[config.mk]
export PLATFORM = sky130hd
export DESIGN_NAME = dm_port_arbiter
export DESIGN_NICKNAME = d
export VERILOG_FILES = /design/src/rtl/dm_port_arbiter.sv
export SDC_FILE = /design/constraint.sdc
export NUM_CORES = 1
export LEC_CHECK = 0
export BUFFER_PORTS_ARGS = -buffer_cell sky130_fd_sc_hd__clkbuf_2
export CORE_AREA = 5 5 153 155
export DETAILED_ROUTE_END_ITERATION = 6
export DIE_AREA = 0 0 158 160
export PLACE_DENSITY = 0.54
export SLEW_MARGIN = 5
export SYNTH_ARGS = -nofsm -noshare
export SYNTH_HDL_FRONTEND = slang
export SYNTH_SLANG_ARGS = --single-unit
[constraint.sdc]
create_clock -name clk -period 5.55 [get_ports clk]
set_clock_uncertainty 0.2 [all_clocks]
set_input_delay 0.2775 -clock clk [delete_from_list [all_inputs] [get_ports clk]]
set_output_delay 0.2775 -clock clk [all_outputs]
set_load 0.02 [all_outputs]
[src/rtl/dm_port_arbiter.sv]
// Round-robin arbiter sharing the data-memory port between the MEM-stage CPU port and a DMA port,
// with a DMA lock (forced timeout), registered read return and CPU stall accounting.
module dm_port_arbiter #(
  parameter int unsigned DM_WORDS = 3072,
  parameter int unsigned LOCK_MAX = 16
) (
  input  logic        clk,
  input  logic        reset,
  input  logic        c_req,
  input  logic        c_we,
  input  logic [31:0] c_addr,
  input  logic [31:0] c_wdata,
  input  logic [31:0] c_pc,
  output logic        c_gnt,
  output logic        c_rvalid,
  output logic [31:0] c_rdata,
  output logic        c_err,
  output logic        cpu_stall,
  input  logic        d_req,
  input  logic        d_we,
  input  logic [31:0] d_addr,
  input  logic [31:0] d_wdata,
  input  logic        d_lock,
  output logic        d_gnt,
  output logic        d_rvalid,
  output logic [31:0] d_rdata,
  output logic        d_err,
  output logic [31:0] dm_addr,
  output logic [31:0] dm_wd,
  output logic [31:0] dm_pc,
  output logic        dm_we,
  input  logic [31:0] dm_rd,
  output logic [31:0] stall_cnt
);

  localparam int unsigned CntW = (LOCK_MAX > 1) ? $clog2(LOCK_MAX) : 1;

  typedef enum logic {StIdle, StLocked} state_e;

  state_e            state;
  logic              last;  // 0 = CPU won last, 1 = DMA won last
  logic [CntW-1:0]   lock_cnt;
  logic              c_in_range;
  logic              d_in_range;

  assign c_in_range = c_addr[31:2] < 30'(DM_WORDS);
  assign d_in_range = d_addr[31:2] < 30'(DM_WORDS);

  always_comb begin
    c_gnt = 1'b0;
    d_gnt = 1'b0;
    if (reset) begin
      if (state == StLocked) begin
        d_gnt = d_req;
      end else if (c_req && d_req) begin
        c_gnt = last;
        d_gnt = ~last;
      end else begin
        c_gnt = c_req;
        d_gnt = d_req;
      end
    end
  end

  always_comb begin
    dm_addr = 32'd0;
    dm_wd   = 32'd0;
    dm_pc   = 32'd0;
    if (c_gnt) begin
      dm_addr = c_addr;
      dm_wd   = c_wdata;
      dm_pc   = c_pc;
    end else if (d_gnt) begin
      dm_addr = d_addr;
      dm_wd   = d_wdata;
    end
  end

  assign dm_we     = ((c_gnt & c_we & c_in_range) | (d_gnt & d_we & d_in_range)) & reset;
  assign cpu_stall = c_req & ~c_gnt;

  always_ff @(posedge clk) begin
    if (!reset) begin
      state     <= StIdle;
      last      <= 1'b1;
      lock_cnt  <= '0;
      stall_cnt <= 32'd0;
      c_rvalid  <= 1'b0;
      c_err     <= 1'b0;
      c_rdata   <= 32'd0;
      d_rvalid  <= 1'b0;
      d_err     <= 1'b0;
      d_rdata   <= 32'd0;
    end else begin
      c_rvalid <= c_gnt;
      c_err    <= c_gnt & ~c_in_range;
      c_rdata  <= (c_gnt && !c_we && c_in_range) ? dm_rd : 32'd0;
      d_rvalid <= d_gnt;
      d_err    <= d_gnt & ~d_in_range;
      d_rdata  <= (d_gnt && !d_we && d_in_range) ? dm_rd : 32'd0;

      if (cpu_stall && (stall_cnt != 32'hFFFF_FFFF)) begin
        stall_cnt <= stall_cnt + 32'd1;
      end

      if (c_gnt) begin
        last <= 1'b0;
      end else if (d_gnt) begin
        last <= 1'b1;
      end

      // Leaving LOCKED overrides the grant update so the CPU wins the next tie.
      case (state)
        StIdle: begin
          if (d_gnt && d_lock) begin
            state    <= StLocked;
            lock_cnt <= '0;
          end
        end
        StLocked: begin
          if (!d_lock || (lock_cnt == CntW'(LOCK_MAX - 1))) begin
            state    <= StIdle;
            last     <= 1'b1;
            lock_cnt <= '0;
          end else begin
            lock_cnt <= lock_cnt + 1'b1;
          end
        end
        default: state <= StIdle;
      endcase
    end
  end

endmodule

==> flow_summary.json <==
{
  "worst_setup_path_start_kind": "flip-flop",
  "path_max_fanout": 56,
  "dr_wl_met2_microns": 11200,
  "rsz0062_at_grt": "no",
  "final_hold_viol_count": 0,
  "clock_latency_ns": 0.35,
  "critical_path_class": "flip-flop to output pin",
  "h-tree-depth": 3,
  "worstMarginPinSlew_ns": 1.03,
  "cts-resized-gates": 0,
  "antenna_found_initial": 0,
  "clockBufferDepth": 2,
  "synthFlopType": "dfxtp_1",
  "syn_area_sq_um": 4750,
  "wirelength_microns": 22900,
  "cts-root-buf": "clkbuf_16",
  "power.net_switching_mw": 0.511,
  "synth_warnings": 0,
  "clock.fmax_mhz": 283,
  "drtIter0Drc": 289,
  "crit_required_ns": 5.07,
  "cts_buffers": 9,
  "synth-async-reset-ratio_pct": 0,
  "top_layer_used": "met4",
  "die_y_microns": 160,
  "outcome": "finished clean",
  "num_rows": 54,
  "synth_top_area_cell": "dfxtp_1",
  "floorplan.initialDensity_pct": 21.9,
  "dp_cells": 1164,
  "seq_area_frac_synth_pct": 44.7,
  "min_path_type": "input pin to flip-flop",
  "finalCritPeriodShare_pct": 63.7,
  "wire_per_inst_microns": 18.9,
  "powerDensity_nw_per_um2": 227,
  "first_pass_iters": 6,
  "yosys-top-cells-count": "dfxtp_1, and2_1, a22o_1, a21oi_1, clkbuf_1",
  "fin_hold_ws_ns": 0.0500,
  "grt_pass1_wl_microns": 33700,
  "pin_count": 399,
  "final_util_pct": 35.2,
  "gp_congestion": 0.930,
  "ir_drop_uv": 127,
  "fin_setup_tns_ns": 0,
  "grtUsageTotal_pct": 17.5,
  "nets": 1128,
  "yosysTopAreaCellShare_pct": 44.7,
  "ys_types": 54,
  "fp.dieW_microns": 158,
  "via_per_inst": 4.52,
  "ys_ff_latch": 106,
  "numPortBuffers": 398,
  "postCtsSetupRepairBufs": 0,
  "fin_cells": 1212,
  "yosysMostFrequentCell": "dfxtp_1",
  "syn2layout_area_growth_pct": 60.5,
  "cts_tree": "built",
  "cts_sinks": 106,
  "clockPowerShare_pct": 37.3,
  "fillers": 2296,
  "avgSynthCellArea_sq_um": 9.29,
  "grt_max_degree": 70,
  "syn_nets": 712,
  "power_mw": 1.73,
  "dieArea_sq_um": 25300,
  "wl_met3_microns": 2200,
  "setup_violations": 0,
  "drc": 0,
  "dpl.hpwl_microns": 19300,
  "slew_headroom_pct": 31.3,
  "p_int_mw": 1.22,
  "antenna_cells": 0,
  "p_seq_share_pct": 44.4,
  "synth.area.top_cells": "dfxtp_1, and2_1, a22o_1",
  "arrival_ns": 3.06,
  "cts.hold.buffers_added": 32,
  "synth-edff-count": 0,
  "max-cap-violations": 0,
  "combPwrFrac_pct": 18.2,
  "synthCells": 511,
  "swShare_pct": 29.5,
  "slew_violations": 0,
  "period_minus_slack_ns": 3.54,
  "met1_length_microns": 8970,
  "vias": 5484,
  "core_sq_um": 21700,
  "drive_above_1_share_pct": 45.9,
  "leakage_nw": 3.70,
  "ant_nets": 0,
  "overflow": 0,
  "first_global_vias": 5480,
  "cp-end-kind": "output pin",
  "clkSlewWorstSetupHoldPaths_ns": 0.07
}
-- worst max-delay path, cell delays in order (launching register included) --
cell and delay [ns]:
dfxtp_1 0.38, nor2b_1 0.30, nand3_1 0.29, inv_2 0.71, buf_4 0.52, a22o_1 0.29
clkbuf_2 0.20
-- routing by layer --
metal / vias up / GRT usage [%]
met5: - / 0
li1: 2713 / -
met4: 0 / 5.43
met2: 261 / 30.0
met3: 21 / 5.79
met1: 2489 / 20.5
-- final timing paths --
| check | startpoint | endpoint | slack (ns) | depth (start not counted) |
|---|---|---|---|---|
| setup reg to reg | stall_cnt[1]$_SDFFE_PN0P_ | stall_cnt[4]$_SDFFE_PN0P_ | 2.71 | 6 |
| hold / removal | reset | last$_SDFF_PN1_ | 0.05 | 2 |
| setup / recovery | state$_SDFF_PN0_ | dm_addr[31] | 2.01 | 6 |
| hold reg to reg | stall_cnt[31]$_SDFFE_PN0P_ | stall_cnt[31]$_SDFFE_PN0P_ | 0.31 | 2 |
-- logic make-up after synthesis --
logic type,synth area share [%]
AOI/OAI and AO/OA,21.4
xor gates and xnor gates,1.11
adders and majority gates,0.527
buffers and inverters,3.61
DFF,44.7
muxes,0.211
and+or+nand+nor,28.5
-- cells in the final DEF (no fill, tap or decap), types with 3 or more instances in the layout --
| master | instances |
|---|---|
| clkbuf_2 | 398 |
| dfxtp_1 | 106 |
| and2_1 | 101 |
| a22o_1 | 64 |
| dlygate4sd3_1 | 32 |
| a21oi_1 | 25 |
| nand2_1 | 19 |
| o21ai_0 | 17 |
| nor2_1 | 15 |
| or3_1 | 15 |
| nand4_1 | 14 |
| nand3_1 | 12 |
| or4_1 | 12 |
| nor4_1 | 10 |
| clkbuf_16 | 9 |
| inv_1 | 7 |
| o31ai_1 | 7 |
| and4_1 | 4 |
| o211ai_1 | 4 |
| buf_4 | 4 |
| nor2b_1 | 3 |
| nand2b_1 | 3 |
| and3_1 | 3 |
| xor2_1 | 3 |
| xnor2_1 | 3 |
| inv_8 | 3 |
-- power groups by stage --
stage,sequential (mW),clock (mW),combinational (mW)
after floorplan,0.789,0,0.135
after global placement,0.787,0,0.301
after detailed placement,0.787,0,0.301
after CTS,0.769,0.674,0.321
after global routing,0.770,0.707,0.338
final,0.769,0.646,0.315
-- registers in the layout, indices dropped and copies added, names as in the netlist --
name	cells
c_rvalid	1
state	1
d_err	1
stall_cnt	32
last	1
d_rvalid	1
lock_cnt	4
d_rdata	32
c_rdata	32
c_err	1
-- final cells by class --
type	instances	area (sq um)	share of cell area [%]
Sequential cell	106	2120	27.8
Inverter	9	33.8	0.443
Clock buffer	9	225	2.95
Multi-Input combinational cell	367	2470	32.4
Timing Repair Buffer	434	2340	30.7
Tap cell	280	350	4.60
Clock inverter	7	82.6	1.08
-- stage by stage --
stage               cell area (sq um)  setup slack, ns
finish                           7620             2.01
global route                     7620             1.77
CTS                              7620             1.90
detailed placement               7000             2.22
global placement                 7000             2.22
floorplan                        4750             3.28
Power figures use the tool's default switching activity.
